**src/rtl/decodificador_tecla_if.sv**
```systemverilog
// Keypad decoder bus: row/column inputs from the scanner and the decoded key outputs.
interface decodificador_tecla_if;
    logic [3:0] fila;
    logic [3:0] col;
    logic [3:0] tecla;
    logic       tecla_valida;
    logic       tecla_presionada;

    modport master (
        output fila,
        output col,
        input  tecla,
        input  tecla_valida,
        input  tecla_presionada
    );

    modport slave (
        input  fila,
        input  col,
        output tecla,
        output tecla_valida,
        output tecla_presionada
    );
endinterface

```
**src/rtl/decodificador_tecla.sv**
```systemverilog
// Keypad decoder: per-frame key detection, frame-level debounce and one-clk key strobe.
// Define KEY_REPEAT_EN to add auto-repeat strobes every REPEAT_FRAMES frames while held.
module decodificador_tecla #(
    parameter int DEB_FRAMES    = 3,
    parameter int REPEAT_FRAMES = 8
) (
    input logic            clk,
    input logic            rst_n,
    decodificador_tecla_if.slave bus
);

    typedef enum logic [1:0] {
        REPOSO,
        CONFIRMA,
        PRESIONADA,
        SUELTA
    } estado_t;

    localparam logic [3:0] DEB = 4'(DEB_FRAMES);

    if ((DEB_FRAMES < 2) || (DEB_FRAMES > 15) || (REPEAT_FRAMES < 1)) begin : g_param_check
        $error("decodificador_tecla: DEB_FRAMES must be 2..15 and REPEAT_FRAMES >= 1");
    end

    function automatic logic es_one_hot(input logic [3:0] v);
        return (v != 4'd0) && ((v & (v - 4'd1)) == 4'd0);
    endfunction

    // Bit 3 is index 0 for both rows and columns.
    function automatic logic [1:0] indice(input logic [3:0] v);
        logic [1:0] idx;
        case (v)
            4'b1000: idx = 2'd0;
            4'b0100: idx = 2'd1;
            4'b0010: idx = 2'd2;
            default: idx = 2'd3;
        endcase
        return idx;
    endfunction

    logic [3:0] fila_s1, fs, fs_prev;
    logic [3:0] col_s1, cs;

    // Synchronisers idle at the frame-gap pattern so reset release never looks like a frame end.
    always_ff @(posedge clk or negedge rst_n) begin
        if (!rst_n) begin
            fila_s1 <= 4'hF;
            fs      <= 4'hF;
            fs_prev <= 4'hF;
            col_s1  <= 4'h0;
            cs      <= 4'h0;
        end else begin
            fila_s1 <= bus.fila;
            fs      <= fila_s1;
            fs_prev <= fs;
            col_s1  <= bus.col;
            cs      <= col_s1;
        end
    end

    logic       frame_end;
    logic       muestra;
    logic [3:0] codigo_muestra;
    logic       acc_hit, acc_multi;
    logic [3:0] acc_code;

    assign frame_end      = (fs == 4'hF) && (fs_prev != 4'hF);
    assign muestra        = es_one_hot(fs) && (cs != 4'd0);
    assign codigo_muestra = {indice(fs), indice(cs)};

    always_ff @(posedge clk or negedge rst_n) begin
        if (!rst_n) begin
            acc_hit   <= 1'b0;
            acc_multi <= 1'b0;
            acc_code  <= 4'd0;
        end else if (frame_end) begin
            acc_hit   <= 1'b0;
            acc_multi <= 1'b0;
            acc_code  <= 4'd0;
        end else if (muestra) begin
            if (!es_one_hot(cs) || (acc_hit && (acc_code != codigo_muestra))) begin
                acc_multi <= 1'b1;
            end else begin
                acc_hit  <= 1'b1;
                acc_code <= codigo_muestra;
            end
        end
    end

    logic res_none, res_one;
    assign res_none = !acc_hit && !acc_multi;
    assign res_one  = acc_hit && !acc_multi;

    estado_t    estado, estado_next;
    logic [3:0] cnt, cnt_next;
    logic [3:0] cand, cand_next;
    logic [3:0] tecla_q, tecla_next;
    logic       valida_q, valida_next;
    logic       presionada_q, presionada_next;

`ifdef KEY_REPEAT_EN
    localparam int             REP_W   = $clog2(REPEAT_FRAMES + 1);
    localparam logic [REP_W-1:0] REP_MAX = REP_W'(REPEAT_FRAMES);
    logic [REP_W-1:0] rep_cnt, rep_next;
`endif

    always_ff @(posedge clk or negedge rst_n) begin
        if (!rst_n) begin
            estado       <= REPOSO;
            cnt          <= 4'd0;
            cand         <= 4'd0;
            tecla_q      <= 4'd0;
            valida_q     <= 1'b0;
            presionada_q <= 1'b0;
`ifdef KEY_REPEAT_EN
            rep_cnt      <= '0;
`endif
        end else begin
            estado       <= estado_next;
            cnt          <= cnt_next;
            cand         <= cand_next;
            tecla_q      <= tecla_next;
            valida_q     <= valida_next;
            presionada_q <= presionada_next;
`ifdef KEY_REPEAT_EN
            rep_cnt      <= rep_next;
`endif
        end
    end

    always_comb begin
        estado_next = estado;
        cnt_next    = cnt;
        cand_next   = cand;
        if (frame_end) begin
            case (estado)
                REPOSO: begin
                    if (res_one) begin
                        cand_next   = acc_code;
                        cnt_next    = 4'd1;
                        estado_next = CONFIRMA;
                    end
                end
                CONFIRMA: begin
                    if (res_one && (acc_code == cand)) begin
                        cnt_next = cnt + 4'd1;
                        if (cnt + 4'd1 == DEB) begin
                            estado_next = PRESIONADA;
                        end
                    end else if (res_one) begin
                        cand_next = acc_code;
                        cnt_next  = 4'd1;
                    end else begin
                        cnt_next    = 4'd0;
                        estado_next = REPOSO;
                    end
                end
                PRESIONADA: begin
                    if (res_none) begin
                        cnt_next    = 4'd1;
                        estado_next = SUELTA;
                    end
                end
                SUELTA: begin
                    if (res_none) begin
                        if (cnt + 4'd1 == DEB) begin
                            cnt_next    = 4'd0;
                            estado_next = REPOSO;
                        end else begin
                            cnt_next = cnt + 4'd1;
                        end
                    end else begin
                        estado_next = PRESIONADA;
                    end
                end
                default: estado_next = REPOSO;
            endcase
        end
    end

    logic acepta, libera;
    assign acepta = frame_end && (estado == CONFIRMA) && (estado_next == PRESIONADA);
    assign libera = frame_end && (estado == SUELTA) && (estado_next == REPOSO);

    // The key code only changes on acceptance, so it keeps the last key after release.
    always_comb begin
        tecla_next      = tecla_q;
        valida_next     = 1'b0;
        presionada_next = presionada_q;
        if (acepta) begin
            tecla_next      = cand;
            valida_next     = 1'b1;
            presionada_next = 1'b1;
        end else if (libera) begin
            presionada_next = 1'b0;
        end
`ifdef KEY_REPEAT_EN
        rep_next = rep_cnt;
        if (frame_end) begin
            if (acepta) begin
                rep_next = '0;
            end else if ((estado == PRESIONADA) && res_one && (acc_code == tecla_q)) begin
                if (rep_cnt + REP_W'(1) == REP_MAX) begin
                    valida_next = 1'b1;
                    rep_next    = '0;
                end else begin
                    rep_next = rep_cnt + REP_W'(1);
                end
            end else if (!res_one) begin
                rep_next = '0;
            end
        end
`endif
    end

    assign bus.tecla            = tecla_q;
    assign bus.tecla_valida     = valida_q;
    assign bus.tecla_presionada = presionada_q;

endmodule
```
**src/flat_wrapper.sv**
```systemverilog
// flat-port wrapper written by rule: the top's interface ports become plain ports
module decodificador_tecla_flat 
#(
    parameter int DEB_FRAMES    = 3,
    parameter int REPEAT_FRAMES = 8
)
  (clk, rst_n, bus_fila, bus_col, bus_tecla, bus_tecla_valida, bus_tecla_presionada);
  decodificador_tecla_if bus_i ();
  input logic clk;
  input logic rst_n;
  input wire logic [$bits(bus_i.fila)-1:0] bus_fila;
  input wire logic [$bits(bus_i.col)-1:0] bus_col;
  output wire logic [$bits(bus_i.tecla)-1:0] bus_tecla;
  output wire logic [$bits(bus_i.tecla_valida)-1:0] bus_tecla_valida;
  output wire logic [$bits(bus_i.tecla_presionada)-1:0] bus_tecla_presionada;
  assign bus_i.fila = bus_fila;
  assign bus_i.col = bus_col;
  assign bus_tecla = bus_i.tecla;
  assign bus_tecla_valida = bus_i.tecla_valida;
  assign bus_tecla_presionada = bus_i.tecla_presionada;
  decodificador_tecla #(.DEB_FRAMES(DEB_FRAMES), .REPEAT_FRAMES(REPEAT_FRAMES)) u_core (.clk(clk), .rst_n(rst_n), .bus(bus_i));
endmodule
```
**config.mk**
```make
export PLATFORM = sky130hd
export DESIGN_NAME = decodificador_tecla_flat
export DESIGN_NICKNAME = d
export VERILOG_FILES = /design/src/rtl/decodificador_tecla_if.sv /design/src/rtl/decodificador_tecla.sv /design/src/flat_wrapper.sv
export SDC_FILE = /design/constraint.sdc
export NUM_CORES = 1
export LEC_CHECK = 0
export CORE_ASPECT_RATIO = 1.4
export CORE_MARGIN = 4
export CORE_UTILIZATION = 56
export CTS_CLUSTER_SIZE = 40
export DETAILED_ROUTE_END_ITERATION = 7
export PLACE_DENSITY = 0.77
export SYNTH_ARGS = -nofsm -noshare
export SYNTH_HDL_FRONTEND = slang
export SYNTH_SLANG_ARGS = --single-unit
```
**constraint.sdc**
```tcl
create_clock -name clk -period 2.5 [get_ports clk]
set_input_delay 0.5 -clock clk [delete_from_list [all_inputs] [get_ports clk]]
set_output_delay 0.5 -clock clk [all_outputs]
set_load 0.1 [all_outputs]
```
==> results list, run 1 <==
- Summed over all nets, the switching power comes to 0.512 mW.
- TritonCTS built the clock tree.
* Final design utilization: 67.2%
* CP max FO: 10
- Total number of vias: 1,261
- Worst Setup Path Type: reg -> reg
- Clock-pin slew was measured on the worst setup and hold paths at 0.07 ns.
* Source of the worst register-to-register timing path: u_core.fs[2]$_DFF_PN1_
* Vias per cell: 5.95
* Skew-Pair Late Insertion Delay: 0.29 ns
- In the final layout, the share of cells above drive strength 1 is 24.9%.
* Drt first-iter violations: 60
- Least setup slack across all paths after layout: 0.378 ns
- # H-tree levels: 2
- dfrtp_1 takes more of the synthesized area than any other cell.
- Setup repair after global routing left no endpoint under its margin.
- Max Clock Skew: 0.00273 ns
- Status: completed
- Total routing resource utilization after global routing: 16.8%
- After routing, the total negative slack on setup checks comes to 0 ns.
* Post-cts sizing count: 0
- In the final routed layout, each cell accounts on average for 15.3 um.
- Following the worst setup path forward leads to its endpoint at u_core.estado[1]$_DFF_PN0_.
- Post-synthesis async set-or-reset flop share: 100%
- Initial Util: 59.7%
* Count of nets left with antenna violations after detail routing: 0
- Core area: 3210 sq um
- The final layout contains 184 nets.
* Worst Setup Slack post-DPL: 0.398 ns
* Port Buffers: 15
* Die width: 57.4 um
* Master of the slowest instance on the critical path: dfstp_2
* Number of flops mapped to enable cells by yosys: 0
- Final GP Congestion: 0.811
* Buffer count from post-CTS setup fixing: 0
- IR analysis of the VDD net gives a maximum drop of 0.000623 V.
- For this run, the register share of the synthesized area comes to 55.6%.
- Clock share of power: 30.1%
* Total inserted antenna cells: 0
* Largest net degree at the start of global routing: 43
- The tree is rooted in a clkbuf_8.
* Clk sink count: 42
- Number of warnings printed during yosys synthesis: 0
- Maximum single-stage delay on the critical path: 0.63 ns
- For this run, the leading register cell type out of synthesis is dfrtp_1.
* Post-layout minimum cycle time: 2.12 ns
- Actual transition at the worst max-transition pin: 0.882 ns
- Relative area change from synthesis to final layout: 12.6%
* Portion of synthesized cell area occupied by the leading cell type: 39.2%
* Max-capacitance violation count: 0
- The die is 77.2 um tall.
- The max-slew violation count is 0.
- Of the total power, the share spent switching nets is 28.7%.
* Cell depth of the worst flop-to-flop path: 5
- Hold buffer count at cts: 0
* PD cells: 826 nW/um^2
* Crit-path cells: nand4_1 -> a41o_1 -> or2_4 -> or4_1 -> a21o_1
- A synthesized cell averages 12.1 sq um.
* Worst setup EP type: flip-flop
- Total clock buffers created by CTS: 5
- The setup check on the worst reg-to-reg path leaves a slack of 0.38 ns.
- Internal power consumption: 1.27 mW
- Registers are responsible for 51.6% of the overall power.
* Capturing point of the worst reg2reg path: u_core.estado[1]$_DFF_PN0_
* Critical path required time: 2.68 ns
* Critical path arrival: 2.31 ns
- Pleak: 0.939 nW
* Synthesized area: 1920 sq um
- 16 I/O pins were placed.
- Synthesis instantiated 50 different standard cells from the library.
* Total Power Consumption: 1.78 mW
- The first global-routing pass estimated 5.78 mm of wire.
- The final number of hold-violating endpoints is 0.
- Per report_power, the combinational group accounts for 18.3% of the total.
- The worst path uses 84.9% of the clock period.
* Final routed DRC violation total: 0
* Floorplan die area: 4440 sq um
- The number of nets in the synthesized netlist is 170.
* FP Rows: 24
* Cell types with the largest area share after synthesis: dfrtp_1 (39%), dfstp_2 (16%), mux2_2 (4.7%)
- Vias in the first global route: 1,311
- Setup violations remaining at the end of the flow were counted as 0.
* Path category of the worst min-delay check: in -> async
* Synthesized netlist cell count: 158
- In this run the tightest slew margin relative to its limit is 41.2%.
* Post-DP HPWL: 2.40 mm
* Origin of the worst setup path: u_core.fs[2]$_DFF_PN1_
- Fill cells in the final layout number 228.
- Initial antenna violation count: 0
- Total congestion overflow after global routing: 0
- Maximum buffer depth of the clock tree: 2
- Total routed wirelength: 3.23 mm
- Synthesis inferred 42 register bits.
- STA classifies the critical path startpoint as a flip-flop.
- Timing would allow up to 471 MHz.
- First-pass DRT Iterations: 4
## metal layers
metal  GRT usage (%)  share of wire, %  vias to the layer above
li1                -                 -                      604
met2            29.6                56                       17
met3            4.87               3.4                        6
met1            17.7                38                      634
met5               0                 0                        -
met4            8.35               2.1                        0
## worst min path at each step
stage | from | endpoint | cells past startpoint
3_3_place_gp | u_core.col_s1[3]$_DFF_PN0_ | u_core.cs[3]$_DFF_PN0_ | 0
4_1_cts | u_core.col_s1[1]$_DFF_PN0_ | u_core.cs[1]$_DFF_PN0_ | 0
5_1_grt | u_core.col_s1[1]$_DFF_PN0_ | u_core.cs[1]$_DFF_PN0_ | 0
2_1_floorplan | rst_n | u_core.acc_code[0]$_DFFE_PN0P_ | 0
6_report | rst_n | u_core.cnt[2]$_DFFE_PN0P_ | 1
3_5_place_dp | u_core.col_s1[1]$_DFF_PN0_ | u_core.cs[1]$_DFF_PN0_ | 0
## cells in the mapped netlist (all sizes together), types with 2 or more instances
cell	count
ha	2
nand3	2
a21oi	8
xor2	2
dfrtp	30
nor3b	2
mux2	8
mux2i	4
or4	2
nand2	9
xnor2	7
a21o	5
o211ai	3
nand4	3
nor3	6
or2	2
nor2	8
o21ai	6
nor4	3
nand2b	2
a2bb2oi	2
o41ai	2
buf	6
dfstp	12
a211oi	2
and3b	3
clkbuf	2
inv	3
## cell usage in the layout, fill, tap and decap left out, types with 6 or more instances in the layout
master / n
dfrtp_1: 30
dfstp_2: 12
nand2_1: 9
a21oi_1: 8
mux2_2: 8
clkdlybuf4s50_1: 8
xnor2_1: 7
nor2_1: 7
clkbuf_8: 6
buf_4: 6
## power groups by stage
stage               Sequential, mW  Combinational [mW]  Clock [mW]
floorplan                    0.886               0.273           0
global placement             0.924               0.317           0
detailed placement           0.934               0.331           0
CTS                          0.920               0.331       0.553
global route                 0.941               0.367       0.586
finish                       0.920               0.327       0.537
## registers in the layout, indices dropped and copies added (netlist names), 2 cells and up
name / count
u_core.estado: 2
u_core.fs_prev: 4
u_core.acc_code: 4
u_core.cnt: 4
u_core.fs: 4
u_core.fila_s1: 4
u_core.cand: 4
u_core.col_s1: 4
u_core.cs: 4
u_core.bus.tecla: 4
## cells by family (layout without fill, tap and decap cells)
kind of cell | Yosys count | after routing | synth area share, %
compound gates | 35 | 35 | 13.5
xor+xnor | 9 | 9 | 4.11
fa+ha+maj | 2 | 2 | 1.31
buf+inv | 11 | 26 | 3.39
flops | 42 | 42 | 55.6
mux | 12 | 12 | 6.79
simple gates | 47 | 47 | 15.3
## area by class of cell
cell class | count | area (sq um) | share of cell area (%)
Clock buffer | 7 | 86.3 | 4.00
Clock inverter | 1 | 30.0 | 1.39
Inverter | 3 | 11.3 | 0.522
Multi-Input combinational cell | 105 | 786 | 36.4
Sequential cell | 42 | 1070 | 49.4
Tap cell | 39 | 48.8 | 2.26
Timing Repair Buffer | 15 | 130 | 6.03
## worst max-delay path, delay by kind of cell (launching register included)
family,cells,cell delay [ns]
simple gates,3,0.84
flops,1,0.63
compound gates,2,0.55
## stage by stage
stage	instances	hold slack, ns	instance area, sq um
3_5_place_dp	204	0.336	2040
6_report	212	0.317	2160
4_1_cts	212	0.354	2160
5_1_grt	212	0.360	2160
3_3_place_gp	204	0.332	2040
2_1_floorplan	158	0.204	1920
No activity file was read; power rests on OpenSTA's default activity.
==> inputs of run 2 (changes only) <==
==> constraint.sdc (replaced) <==
create_clock -name clk -period 2.15 [get_ports clk]
set_input_delay 0.43 -clock clk [delete_from_list [all_inputs] [get_ports clk]]
set_output_delay 0.43 -clock clk [all_outputs]
set_load 0.1 [all_outputs]
==> run 2 against run 1 <==
Die area unchanged. Largest cell class unchanged. Flip-flop and latch count did not move. Sequential share of layout area decreased by 2.0 points.
==> results list, run 2 (synthesis gave the netlist of run 1 again) <==
* Final GP Congestion: 0.889
* Worst slew margin relative to its limit: 52.7%
- The final number of hold-violating endpoints came to 0.
* Post-DP HPWL: 2.58 mm
- TritonCTS clock tree: done
- Vias per cell: 5.83
- The critical path goes through ha_1 -> nand2_1 -> nor3_2 -> o21ai_2 -> or2_4 -> or4_1 -> a21o_1.
- Upper clock frequency limit: 497 MHz
- Die extent in y: 77.2 um
* Status: completed
- Total number of vias: 1,283
* DR WL/cell: 15.7 um
- Max VDD drop: 0.000836 V
- Core area: 3210 sq um
- The post-route netlist has 29.3% of its cells at a drive strength greater than 1.
* Worst setup EP type: flip-flop
- Source of the worst register-to-register timing path: u_core.cnt[0]$_DFFE_PN0P_
- The worst register-to-register path has a setup slack of 0.14 ns.
- # nets final: 192
- Sequential group share of total power: 45.4%
- CP max FO: 7
- The die covers 4440 sq um.
- Clock slew at the register clock pins of the worst setup and hold paths: 0.08 ns
* Cell depth of the worst flop-to-flop path: 7
* Critical path arrival: 2.20 ns
* Internal power consumption: 1.66 mW
- Met1 WL: 1.37 mm
- The routed design uses 129 um of met3 wire.
- Maximum buffer depth of the clock tree: 2
- Net switching is 27.5% of the power.
* # H-tree levels: 2
- The initialized floorplan defines 24 standard-cell rows.
* Path length in cells of the critical path: 7
- 0 antenna diodes ended up in the layout.
* Max Clock Skew: 0.00787 ns
* Count of nets left with antenna violations after detail routing: 0
- Count of endpoints failing setup in the final report: 0
* Clk sink count: 42
* Uppermost layer routed: met4
- Pins Over Slew Limit: 0
* Critical path required time: 2.34 ns
- Routed wl met2: 1.88 mm
- Total Power Consumption: 2.29 mW
* Relative area change from synthesis to final layout: 17.4%
- The clock reaches the later pin of the worst-skew pair after 0.29 ns.
- For this design, the slowest cell found on the critical path is dfrtp_1.
- Actual transition at the worst max-transition pin: 0.709 ns
* Total routing resource utilization after global routing: 16.9%
- Total clock buffers created by CTS: 5
* Initial Util: 59.7%
- For this design the static power due to leakage is 0.991 nW.
- In this run the clock root is driven by a clkbuf_8.
- The first routing iteration left 64 violations.
- Final routed DRC violation total: 0
- For this run, the detailed router's first-pass iteration total came to 4.
* Wire length of the first global-routing pass: 5.81 mm
- After layout, the minimum clock period comes to 2.01 ns.
- The final layout contains routed wiring with a total length of 3.46 mm.
* Number of buffer and inverter instances along the worst setup path: 0
* Clock share of power: 32.9%
- For this design the ratio of total power to cell area is 1020 nW/um^2.
* Startpoint kind of the worst setup timing path: flip-flop
- Max-capacitance violation count: 0
* Path category of the worst min-delay check: in -> async
* Buffer count from post-CTS setup fixing: 0
* Commonest cells after routing, fill and taps aside: dfrtp_1 (30), buf_4 (14), dfstp_2 (12), nand2_1 (9)
* CP delay by family, top: simple AND/OR/NAND/NOR gates
* Combinational share of power: 21.7%
* Net load switching power: 0.631 mW
- Dividing the final minimum period by the clock period gives 93.6%.
- Total congestion overflow after global routing: 0
* Worst Setup Path Type: reg -> reg
- Vias in the first global route: 1,297
* Die width: 57.4 um
- Pin placement for this block handled 16 I/O pins.
- Leading cell type in the layout, fill and taps excluded: dfrtp_1
- Initial antenna violation count: 0
- At the end of the flow the core is filled with cells to 70.0%.
- For this run, the slowest stage of the critical path takes 0.44 ns.
* Port Buffers: 15
- Capturing point of the worst reg2reg path: u_core.estado[1]$_DFF_PN0_
- Entering global routing, the biggest net connects 34 pins.
## run 2: worst max path at each step
stage,startpoint,end
floorplan,u_core.fs[3]$_DFF_PN1_,u_core.estado[1]$_DFF_PN0_
global placement,u_core.cnt[0]$_DFFE_PN0P_,u_core.estado[1]$_DFF_PN0_
detailed placement,u_core.cnt[0]$_DFFE_PN0P_,u_core.estado[1]$_DFF_PN0_
CTS,u_core.cnt[0]$_DFFE_PN0P_,u_core.estado[1]$_DFF_PN0_
global route,u_core.cnt[0]$_DFFE_PN0P_,u_core.estado[1]$_DFF_PN0_
finish,u_core.cnt[0]$_DFFE_PN0P_,u_core.estado[1]$_DFF_PN0_
## run 2: power groups by stage
| stage | sequential [mW] | clock [mW] | combinational, mW |
|---|---|---|---|
| 2_1_floorplan | 1.03 | 0 | 0.318 |
| 3_3_place_gp | 1.05 | 0 | 0.476 |
| 3_5_place_dp | 1.05 | 0 | 0.495 |
| 4_1_cts | 1.04 | 0.764 | 0.500 |
| 5_1_grt | 1.06 | 0.796 | 0.558 |
| 6_report | 1.04 | 0.754 | 0.497 |
## run 2: what timing repair did
action,CTS,global route
hold buffers,0,0
gates resized for setup,0,1
setup endpoints to repair,0,4
## run 2: stage by stage
step / cells / TNS, ns / setup slack [ns] / area (sq um) / hold WS (ns)
after detailed placement: 212 / 0 / 0.107 / 2100 / 0.336
after floorplan: 158 / 0 / 0.140 / 1920 / 0.134
after CTS: 220 / 0 / 0.100 / 2240 / 0.208
final: 220 / 0 / 0.138 / 2250 / 0.185
after global routing: 220 / -0.000489 / -0.000489 / 2250 / 0.237
after global placement: 212 / 0 / 0.168 / 2100 / 0.335
## run 2: layout make-up
cell class,count,area (sq um)
multi-input combinational,105,791
fill,232,963
tap,39,48.8
clock buffer,6,82.6
inverter,3,11.3
timing repair buffer,23,190
clock inverter,2,60.1
sequential,42,1070
## run 2: layer usage
metal  vias to the layer above  track usage, %
li1                        620               -
met4                         0            6.03
met5                         -               0
met2                        23            29.1
met3                        10            5.04
met1                       630            19.5
